===== config.mk =====
export PLATFORM = sky130hd
export DESIGN_NAME = x1_wb_host
export DESIGN_NICKNAME = d
export VERILOG_FILES = /design/src/rtl/x1_wb_host.sv
export SDC_FILE = /design/constraint.sdc
export NUM_CORES = 1
export LEC_CHECK = 0
export BUFFER_PORTS_ARGS = -buffer_cell sky130_fd_sc_hd__buf_2
export CELL_PAD_IN_SITES_DETAIL_PLACEMENT = 0
export CELL_PAD_IN_SITES_GLOBAL_PLACEMENT = 1
export CORE_ASPECT_RATIO = 0.6
export CORE_UTILIZATION = 39
export CTS_CLUSTER_DIAMETER = 120
export CTS_CLUSTER_SIZE = 24
export DETAILED_ROUTE_END_ITERATION = 16
export PLACE_DENSITY = 0.79
export REMOVE_ABC_BUFFERS = 1
export SLEW_MARGIN = 0
export SYNTH_ARGS = -nofsm -noshare
export SYNTH_HDL_FRONTEND = slang
export SYNTH_SLANG_ARGS = --single-unit

===== constraint.sdc =====
create_clock -name wb_clk_i -period 3.28 [get_ports wb_clk_i]
set_input_delay 0.328 -clock wb_clk_i [delete_from_list [all_inputs] [get_ports wb_clk_i]]
set_output_delay 0.328 -clock wb_clk_i [all_outputs]
set_load 0.02 [all_outputs]

===== src/rtl/x1_wb_host.sv =====
// ============================================================================
// Module   : x1_wb_host
// Purpose  : Wishbone initiator that turns PROGRAM/READ requests into X1
//            command writes and polls the result register for READs.
// Revision : 1.0 - initial release
// ============================================================================
`timescale 1ns/1ps
`default_nettype none

module x1_wb_host #(
    parameter logic [31:0] ADDR        = 32'h3000_000C,
    parameter int          ACK_TIMEOUT = 16,
    parameter int          POLL_GAP    = 8,     // must be >= 1
    parameter int          MAX_POLLS   = 1024
) (
    input  logic        wb_clk_i,
    input  logic        wb_rst_i,
    input  logic        req_valid,
    output logic        req_ready,
    input  logic        req_op,
    input  logic [4:0]  req_row,
    input  logic [4:0]  req_col,
    input  logic [7:0]  req_data,
    output logic        wbs_cyc_o,
    output logic        wbs_stb_o,
    output logic        wbs_we_o,
    output logic [3:0]  wbs_sel_o,
    output logic [31:0] wbs_adr_o,
    output logic [31:0] wbs_dat_o,
    input  logic [31:0] wbs_dat_i,
    input  logic        wbs_ack_i,
    output logic        rsp_valid,
    output logic [1:0]  rsp_status,
    output logic        rsp_bit
);

    localparam logic [31:0] C_NOT_READY  = 32'hDEAD_C0DE;
    localparam logic [15:0] C_ACK_LAST   = 16'(ACK_TIMEOUT - 1);
    localparam logic [15:0] C_GAP_LAST   = 16'(POLL_GAP - 1);
    localparam logic [15:0] C_POLL_LIMIT = 16'(MAX_POLLS);
    localparam logic [1:0]  C_ST_OK      = 2'b00;
    localparam logic [1:0]  C_ST_TMO     = 2'b01;
    localparam logic [1:0]  C_ST_LIMIT   = 2'b10;

    typedef enum logic [2:0] {
        S_IDLE = 3'd0,
        S_CMD  = 3'd1,
        S_GAP  = 3'd2,
        S_POLL = 3'd3,
        S_RESP = 3'd4
    } state_t;

    state_t      r_state;
    logic        r_op;
    logic [15:0] r_to_cnt;
    logic [15:0] r_gap_cnt;
    logic [15:0] r_poll_cnt;

    logic [31:0] w_cmd;
    logic [15:0] w_to_next;
    logic [15:0] w_gap_next;
    logic [15:0] w_poll_next;

    always_comb begin
        w_cmd = {(req_op ? 2'b11 : 2'b01), req_row, req_col, 12'h000,
                 (req_op ? req_data : 8'h00)};
    end

    // All counters saturate instead of wrapping
    assign w_to_next   = (r_to_cnt   == 16'hFFFF) ? r_to_cnt   : r_to_cnt   + 16'd1;
    assign w_gap_next  = (r_gap_cnt  == 16'hFFFF) ? r_gap_cnt  : r_gap_cnt  + 16'd1;
    assign w_poll_next = (r_poll_cnt == 16'hFFFF) ? r_poll_cnt : r_poll_cnt + 16'd1;

    always_ff @(posedge wb_clk_i or posedge wb_rst_i) begin
        if (wb_rst_i) begin
            r_state    <= S_IDLE;
            r_op       <= 1'b0;
            r_to_cnt   <= 16'd0;
            r_gap_cnt  <= 16'd0;
            r_poll_cnt <= 16'd0;
            req_ready  <= 1'b1;
            wbs_cyc_o  <= 1'b0;
            wbs_stb_o  <= 1'b0;
            wbs_we_o   <= 1'b0;
            wbs_sel_o  <= 4'h0;
            wbs_adr_o  <= 32'h0;
            wbs_dat_o  <= 32'h0;
            rsp_valid  <= 1'b0;
            rsp_status <= 2'b00;
            rsp_bit    <= 1'b0;
        end else begin
            rsp_valid <= 1'b0;
            case (r_state)
                S_IDLE: begin
                    if (req_valid) begin
                        req_ready  <= 1'b0;
                        r_op       <= req_op;
                        wbs_dat_o  <= w_cmd;
                        wbs_cyc_o  <= 1'b1;
                        wbs_stb_o  <= 1'b1;
                        wbs_we_o   <= 1'b1;
                        wbs_sel_o  <= 4'hF;
                        wbs_adr_o  <= ADDR;
                        r_to_cnt   <= 16'd0;
                        r_gap_cnt  <= 16'd0;
                        r_poll_cnt <= 16'd0;
                        r_state    <= S_CMD;
                    end
                end

                S_CMD, S_POLL: begin
                    if (wbs_ack_i || (r_to_cnt == C_ACK_LAST)) begin
                        wbs_cyc_o <= 1'b0;
                        wbs_stb_o <= 1'b0;
                        wbs_we_o  <= 1'b0;
                        wbs_sel_o <= 4'h0;
                        wbs_adr_o <= 32'h0;
                        r_to_cnt  <= 16'd0;
                        r_gap_cnt <= 16'd0;
                    end else begin
                        r_to_cnt <= w_to_next;
                    end

                    if (wbs_ack_i) begin
                        if (r_state == S_CMD) begin
                            if (r_op) begin
                                rsp_valid  <= 1'b1;
                                rsp_status <= C_ST_OK;
                                rsp_bit    <= 1'b0;
                                r_state    <= S_RESP;
                            end else begin
                                r_state <= S_GAP;
                            end
                        end else if (wbs_dat_i == C_NOT_READY) begin
                            r_poll_cnt <= w_poll_next;
                            if (w_poll_next == C_POLL_LIMIT) begin
                                rsp_valid  <= 1'b1;
                                rsp_status <= C_ST_LIMIT;
                                rsp_bit    <= 1'b0;
                                r_state    <= S_RESP;
                            end else begin
                                r_state <= S_GAP;
                            end
                        end else begin
                            rsp_valid  <= 1'b1;
                            rsp_status <= C_ST_OK;
                            rsp_bit    <= wbs_dat_i[0];
                            r_state    <= S_RESP;
                        end
                    end else if (r_to_cnt == C_ACK_LAST) begin
                        rsp_valid  <= 1'b1;
                        rsp_status <= C_ST_TMO;
                        rsp_bit    <= 1'b0;
                        r_state    <= S_RESP;
                    end
                end

                S_GAP: begin
                    if (r_gap_cnt == C_GAP_LAST) begin
                        wbs_cyc_o <= 1'b1;
                        wbs_stb_o <= 1'b1;
                        wbs_we_o  <= 1'b0;
                        wbs_sel_o <= 4'hF;
                        wbs_adr_o <= ADDR;
                        r_to_cnt  <= 16'd0;
                        r_state   <= S_POLL;
                    end else begin
                        r_gap_cnt <= w_gap_next;
                    end
                end

                S_RESP: begin
                    rsp_status <= 2'b00;
                    rsp_bit    <= 1'b0;
                    req_ready  <= 1'b1;
                    r_state    <= S_IDLE;
                end

                default: begin
                    req_ready <= 1'b1;
                    r_state   <= S_IDLE;
                end
            endcase
        end
    end

endmodule

`default_nettype wire

==> results of run 1 <==
## per-stage QoR
stage               cells  util [%]  power (µW)  hold WS [ns]
finish                784      46.8        3530         0.118
global route          784      46.8        3720         0.167
CTS                   784      46.8        3560         0.154
detailed placement    768      43.9        2440         0.452
global placement      768      43.9        2420         0.443
floorplan             513         -        1990         0.433
## sequential cells by signal, summed over array words and instances (netlist names)
| signal | flops |
|---|---|
| wbs_we_o | 1 |
| wbs_dat_o | 19 |
| rsp_valid | 1 |
| req_ready | 1 |
| r_poll_cnt | 16 |
| r_to_cnt | 16 |
| r_gap_cnt | 16 |
| rsp_status | 2 |
| wbs_adr_o | 1 |
| r_op | 1 |
| r_state | 3 |
| rsp_bit | 1 |
## final cells by class
type                       count  area, µm²
multi-input combinational    423       2360
tap                          160        200
sequential                    78       1950
inverter                      12       45.0
fill                        1127       6130
timing repair buffer          95        500
clock buffer                   9        225
clock inverter                 7        105
## synth_stat cells (2+ instances only)
library cell,number
nor2b_1,9
or3_1,4
nand3_1,28
and4_1,3
nor4_4,2
a31oi_1,2
o21ai_0,30
nor3b_1,2
xnor2_1,14
xor2_1,11
buf_2,3
and2_1,6
nor2_1,55
and3_1,11
a21oi_1,18
nand4_1,19
dfrtp_1,77
ha_1,3
nor3_1,11
buf_4,51
o31ai_1,8
nand4b_1,3
or3_4,2
a41oi_1,2
or2_2,2
nor4_1,10
or4_1,5
a31o_2,3
nand2_1,85
nand2b_1,4
clkbuf_1,20
a21o_1,2
mux2i_1,2
inv_1,12
## logic make-up (layout without fill, tap and decap cells)
| kind of cell | Yosys count | count (layout) | share of synthesized area, % |
|---|---|---|---|
| mux | 4 | 4 | 0.984 |
| buf+inv | 89 | 123 | 11.4 |
| other cells | 1 | 40 | 0.0797 |
| simple gates | 271 | 271 | 29.6 |
| xor+xnor | 25 | 25 | 4.65 |
| fa+ha+maj | 3 | 3 | 0.798 |
| flops | 78 | 78 | 41.5 |
| compound gates | 80 | 80 | 10.9 |
## power groups by stage
stage | Sequential, µW | Combinational, µW | Clock, µW
final | 1290 | 1140 | 1110
after global routing | 1310 | 1240 | 1170
after CTS | 1280 | 1140 | 1130
after detailed placement | 1300 | 1140 | 0
after global placement | 1290 | 1130 | 0
after floorplan | 1500 | 486 | 0
## path summary, 6_finish.rpt
| path | to | slack, ns | startpoint | cells after the start |
|---|---|---|---|---|
| min | wbs_dat_o[25] | 0.12 | wb_rst_i | 2 |
| min reg2reg | wbs_dat_o[1] | 0.47 | wbs_dat_o[1] | 2 |
| min in group wb_clk_i | wbs_dat_o[23] | 0.17 | req_col[3] | 3 |
| max | rsp_bit | 0.27 | r_poll_cnt[0] | 8 |
| max reg2reg | rsp_bit | 0.27 | r_poll_cnt[0] | 8 |
| max in group asynchronous | req_ready | 2.42 | wb_rst_i | 3 |
## layer usage
| metal | up-vias | share of wire (%) |
|---|---|---|
| met3 | 11 | 8.3 |
| li1 | 1971 | - |
| met2 | 193 | 40 |
| met5 | - | 0 |
| met4 | 0 | 1.1 |
| met1 | 1949 | 51 |
==> metrics.md, run 1 <==
| Metric | Value |
|---|---|
| DRT Pass-1 Iters | 6 |
| Drt wl/cell | 15.2 µm |
| Area Growth Syn to Fin | 14.5% |
| Final Hold Violating Endpoints | 0 |
| First DRT Iteration DRCs | 375 |
| Routed Antenna Nets | 0 |
| Setup WS post-layout | 0.269 ns |
| I/O pins | 131 |
| Maximum vdd drop | 308 µV |
| Setup TNS | 0 ns |
| Hold buffers post-CTS | 0 |
| Setup crit start kind | flip-flop |
| Number of synthesized flops with an enable pin | 0 |
| Part of the cycle the worst path needs | 91.8% |
| Top area cells in the synthesized netlist | dfrtp_1, buf_4, nand2_1, nor2_1, o21ai_0 |
| Top Usage Layer GRT | met1 |
| YS warnings | 0 |
| Slew Limit Fails | 0 |
| Int Power | 2170 µW |
| Routing usage on met3 | 5.66% |
| Least-Margin Pin Slew | 0.774 ns |
| Vias in the first global route | 3598 |
| Setup Buffers After CTS | 0 |
| GR Util met1 | 31.0% |
| Die area | 12500 µm² |
| Final setup vio count | 0 |
| CTS root buf | clkbuf_16 |
| First-pass GRT wire length | 18800 µm |
| Cell Pwr Density | 655 nW/µm² |
| Cell taking the most area after synthesis | dfrtp_1 |
| Via/cell ratio | 5.26 |
| RSZ-0062 raised after global routing | false |
| Global route total overflow | 0 |
| FFs w/ async S/R, synth | 100% |
| Sequential share of power | 36.5% |
| IO Port Bufs | 90 |
| Worst-path clk slew | 0.07 ns |
| Slew margin rel. | 47.9% |
| Setup crit end kind | flip-flop |
| Antenna diodes | 0 |
| CTS Buf Count | 9 |
| Antenna violations before repair | 0 |
| GPL Wtd Cong | 0.907 |
| Met2 usage | 25.4% |
| Post-cts sizing count | 0 |
| Via count | 4124 |
| Clock share of power | 31.4% |
| Cell Area, Synth | 4700 µm² |
| Row cnt | 30 |
| CTS tree | built |
| Logic pwr share | 32.2% |
| Net Sw Frac | 38.6% |
| Fmax | 332 MHz |
| Main synth FF type | dfrtp_1 |
| Initial Utilization | 40.8% |
| Clk sinks | 78 |
| Outcome | finished, final reports clean |
| Clk_lat worst skew | 0.35 ns |
| Setup Skew | 0.00705 ns |
| Critical Path RT | 3.51 ns |
| Post-synthesis sequential area ratio | 41.5% |
| Mean Syn Cell Area | 8.54 µm² |
| Crit-path cells | ha_1 > nand4_1 > nor4_4 > xnor2_1 > o211ai_1 > o41ai_2 > nand2_2 > mux2_4 |
| NetSw | 1360 µW |
| Clock Tree Buf Depth | 2 |
| CP peak stage delay | 0.56 ns |
| Post-route cell area | 5390 µm² |
| Synth Register Bits | 78 |
| Most frequent cells in the layout | buf_2, nand2_1, dfrtp_1, nor2_1, conb_1 |
| H-tree depth | 3 |
| Die width | 144 µm |
| Critical path fanouts, max | 7 |
| Share of cells above drive strength 1 | 21.0% |
| Critical path type | reg2reg |
| GR Util All Layers | 19.6% |
| Crit path arrival time | 3.24 ns |
| DP HPWL | 8780 µm |
| Commonest non-fill, non-tap cell in the layout | buf_2 |
| Crit-path slowest cell | o41ai_2 |
| Largest net degree at the start of global routing | 45 |
| Dpl ws | 0.340 ns |
| CP Buf/Inv Count | 0 |
| Number of remaining DRC errors | 0 |
| Synth cell types | 66 |
| Routed Wire Length | 11900 µm |
| Synth Instances | 551 |
| Synth top area share | 41.0% |
| Max-cap viol count | 0 |
| Nets | 677 |
| Leak pwr | 0.00258 µW |
| Core ar. | 11500 µm² |
| Die H | 87.1 µm |
| DP Area | 5060 µm² |
| Crit path max-delay family | simple AND/OR/NAND/NOR gates |
| Worst hold path class | in2async |
| Final min period | 3.01 ns |
(Power assumes the default switching activity.)
==> run 2: changes to the inputs <==
--- a/config.mk
+++ b/config.mk
@@ -5,6 +5,7 @@
 export SDC_FILE = /design/constraint.sdc
 export NUM_CORES = 1
 export LEC_CHECK = 0
+export ABC_AREA = 1
 export BUFFER_PORTS_ARGS = -buffer_cell sky130_fd_sc_hd__buf_2
 export CELL_PAD_IN_SITES_DETAIL_PLACEMENT = 0
 export CELL_PAD_IN_SITES_GLOBAL_PLACEMENT = 1
@@ -13,6 +14,7 @@
 export CTS_CLUSTER_DIAMETER = 120
 export CTS_CLUSTER_SIZE = 24
 export DETAILED_ROUTE_END_ITERATION = 16
+export GPL_ROUTABILITY_DRIVEN = 1
 export PLACE_DENSITY = 0.79
 export REMOVE_ABC_BUFFERS = 1
 export SLEW_MARGIN = 0
==> metrics.md, run 2 <==
| Metric | Value |
|---|---|
| Cell taking the most area after synthesis | dfrtp_1 |
| Post-synthesis sequential area ratio | 39.0% (-2.5 points) |
| Top area cells in the synthesized netlist | dfrtp_1, nand2_1, buf_4, inv_1, nand3_1 |
| YS warnings | 0 (unchanged) |
| Fill count | 1220 (+8.3%) |
| Clk sinks | 78 (unchanged) |
| Reg with most FFs | wbs_dat_o |
| Leak pwr | 0.00271 µW (+5.1%) |
| Number of remaining DRC errors | 0 (unchanged) |
| Die width | 148 µm (+3.2%) |
| Setup crit start kind | flip-flop |
| Synth top area share | 38.4% (-2.5 points) |
| Top Usage Layer GRT | met1 |
| Drt wl/cell | 13.9 µm (-8.2%) |
| Synth Instances | 643 (+17%) |
| Int Power | 2100 µW (-3.2%) |
| Initial Utilization | 40.8% (-0.060 points) |
| Cell Pwr Density | 644 nW/µm² (-1.7%) |
| Clock share of power | 26.4% (-5.0 points) |
| Sequential share of power | 35.3% (-1.2 points) |
| Logic pwr share | 38.3% (+6.1 points) |
| DP HPWL | 9630 µm (+9.6%) |
| GR Util All Layers | 19.3% (-0.31 points) |
| Count leader, synth | nand2_1 |
| Setup TNS | 0 ns (unchanged) |
| Row cnt | 31 (+3.3%) |
| GR Util met1 | 29.8% (-1.2 points) |
| Setup crit end kind | flip-flop |
| Antenna violations before repair | 0 (unchanged) |
| RSZ-0062 raised after global routing | false |
| Crit path arrival time | 2.67 ns (-0.57 ns) |
| Main synth FF type | dfrtp_1 |
| Global route total overflow | 0 (unchanged) |
| Maximum vdd drop | 360 µV (+17%) |
| Critical path fanouts, max | 20 (+13) |
| Final min period | 2.40 ns (-0.609 ns) |
| Routing usage on met3 | 6.45% (+0.78 points) |
| Net Sw Frac | 42.6% (+4.0 points) |
| CTS tree | built |
| DRT Pass-1 Iters | 5 (-1) |
| Via count | 4460 (+8.1%) |
| Final Hold Violating Endpoints | 0 (unchanged) |
| Nets | 783 (+16%) |
| Clock Tree Buf Depth | 2 (unchanged) |
| Clk_lat worst skew | 0.34 ns (about the same) |
| Share of cells above drive strength 1 | 22.6% (+1.6 points) |
| GPL Wtd Cong | 0.959 (+5.7%) |
| First-pass GRT wire length | 20400 µm (+8.5%) |
| Critical Path RT | 3.55 ns (+0.04 ns) |
| Setup Skew | 0.00708 ns (+0.0000267 ns) |
| Slew Limit Fails | 0 (unchanged) |
| Max reg flops | 19 (unchanged) |
| Setup Buffers After CTS | 0 (unchanged) |
| Antenna diodes | 0 (unchanged) |
| I/O pins | 131 (unchanged) |
| H-tree depth | 3 (unchanged) |
| Area Growth Syn to Fin | 13.4% |
| Max-cap viol count | 0 (unchanged) |
| Part of the cycle the worst path needs | 73.2% (-19 points) |
| Met2 usage | 25.9% (+0.44 points) |
| CTS Buf Count | 9 (unchanged) |
| FFs w/ async S/R, synth | 100% (unchanged) |
| Final setup vio count | 0 (unchanged) |
| First DRT Iteration DRCs | 416 (+11%) |
| Cell Area, Synth | 5010 µm² (+6.5%) |
| Fmax | 416 MHz (+25%) |
| Worst-path clk slew | 0.07 ns (about the same) |
| IO Port Bufs | 90 (unchanged) |
| Routed Antenna Nets | 0 (unchanged) |
| Critical path type | reg2reg |
| NetSw | 1560 µW (+14%) |
| Most frequent cells in the layout | nand2_1, buf_2, dfrtp_1, inv_1, nor2_1 |
| Synth Register Bits | 78 (unchanged) |
| Synth cell types | 43 (-35%) |
| Via/cell ratio | 4.98 (-5.3%) |
| Post-cts sizing count | 0 (unchanged) |
| Mean Syn Cell Area | 7.80 µm² (-8.7%) |
| Slew margin rel. | 34.6% (-13 points) |
| Largest net degree at the start of global routing | 37 (-18%) |
| Core ar. | 12300 µm² (+6.7%) |
| Die H | 89.8 µm (+3.1%) |
| Multi-input logic area | 2460 µm² (+4.1%) |
| CTS root buf | clkbuf_16 |
| Worst hold path class | in2async |
| Register area | 1950 µm² (unchanged) |
| Commonest non-fill, non-tap cell in the layout | nand2_1 |
| Hold buffers post-CTS | 0 (unchanged) |
| Routed Wire Length | 12400 µm (+4.8%) |
| Vias in the first global route | 4062 (+13%) |
| Die area | 13300 µm² (+6.4%) |
| Number of synthesized flops with an enable pin | 0 (unchanged) |
| Least-Margin Pin Slew | 0.978 ns (+0.204 ns) |
| WHS | 0.122 ns (+0.00386 ns) |
| Synth top cells by count | nand2_1, dfrtp_1, inv_1 |
| Outcome | finished, final reports clean |
## run 2: cell count changes after synthesis, moves of 14 or more
cell / before / now
inv_1: 12 / 71
o22ai_1: 0 / 15
nand3_1: 28 / 45
a21oi_1: 18 / 3
nor3_1: 11 / 28
clkbuf_1: 20 / 6
nand2_1: 85 / 127
## run 2: stage by stage
step | power, µW | cells | instance area [µm²] | setup slack [ns] | util [%]
floorplan | 2220 | 620 | 4710 | 0.959 | -
global placement | 2700 | 879 | 5400 | 0.949 | 43.9
detailed placement | 2710 | 879 | 5400 | 0.915 | 43.9
CTS | 3690 | 895 | 5680 | 0.900 | 46.2
global route | 3890 | 895 | 5680 | 0.615 | 46.2
finish | 3660 | 895 | 5680 | 0.878 | 46.2
## run 2: path summary, 6_finish.rpt
path,slack [ns],to,from,cells after the start
worst max-delay path,0.88,r_to_cnt[3],r_state[2],9
worst min-delay path,0.12,wbs_dat_o[26],wb_rst_i,2
worst max register to register,0.88,r_to_cnt[3],r_state[2],9
worst min register to register,0.47,wbs_dat_o[30],wbs_dat_o[30],2
max in group asynchronous,2.23,req_ready,wb_rst_i,3
min in group wb_clk_i,0.21,wbs_dat_o[28],req_row[3],2
## run 2: worst max-delay path, stage by stage (launching register included)
cell and delay (ns):
dfrtp_1 0.43, inv_1 0.12, nand2_1 0.36, inv_1 0.22, and2_1 0.23, nor3_1 0.24, nand2_2 0.15, inv_2 0.34
nand3_1 0.15, o21ai_2 0.08
## run 2: layout make-up
cell class              count  share of cell area (%)
repair buffers             94                    8.46
inverters                  80                    5.31
clock buffers               9                    3.96
clock inverters             7                    1.04
well taps                 165                    3.63
multi-input cells         462                    43.2
flip-flops and latches     78                    34.4
## run 2: logic make-up (layout without fill, tap and decap cells)
logic type / Yosys count / count (layout) / share of synthesized area [%]
adder cells (fa/ha/maj): 3 / 3 / 0.749
AND/OR/NAND/NOR: 317 / 317 / 30.2
AO/OA/AOI/OAI: 67 / 67 / 8.36
flip-flops: 78 / 78 / 39.0
XOR/XNOR: 24 / 24 / 4.19
buffers and inverters: 142 / 190 / 15.0
other: 1 / 40 / 0.0748
multiplexers: 11 / 11 / 2.47
## run 2: power groups by stage
stage / logic [µW] / clock network (µW) / registers [µW]
2_1_floorplan: 674 / 0 / 1550
3_3_place_gp: 1390 / 0 / 1300
3_5_place_dp: 1410 / 0 / 1310
4_1_cts: 1410 / 991 / 1290
5_1_grt: 1540 / 1030 / 1320
6_report: 1400 / 967 / 1290
## run 2: layer usage
metal  part of all wire [%]  wire length [µm]  vias to the layer above
li1                       -                 -                     2196
met1                     51              6390                     2068
met2                     39              4840                      189
met3                    9.4              1170                        7
met4                   0.42                52                        0
met5                      0                 0                        -
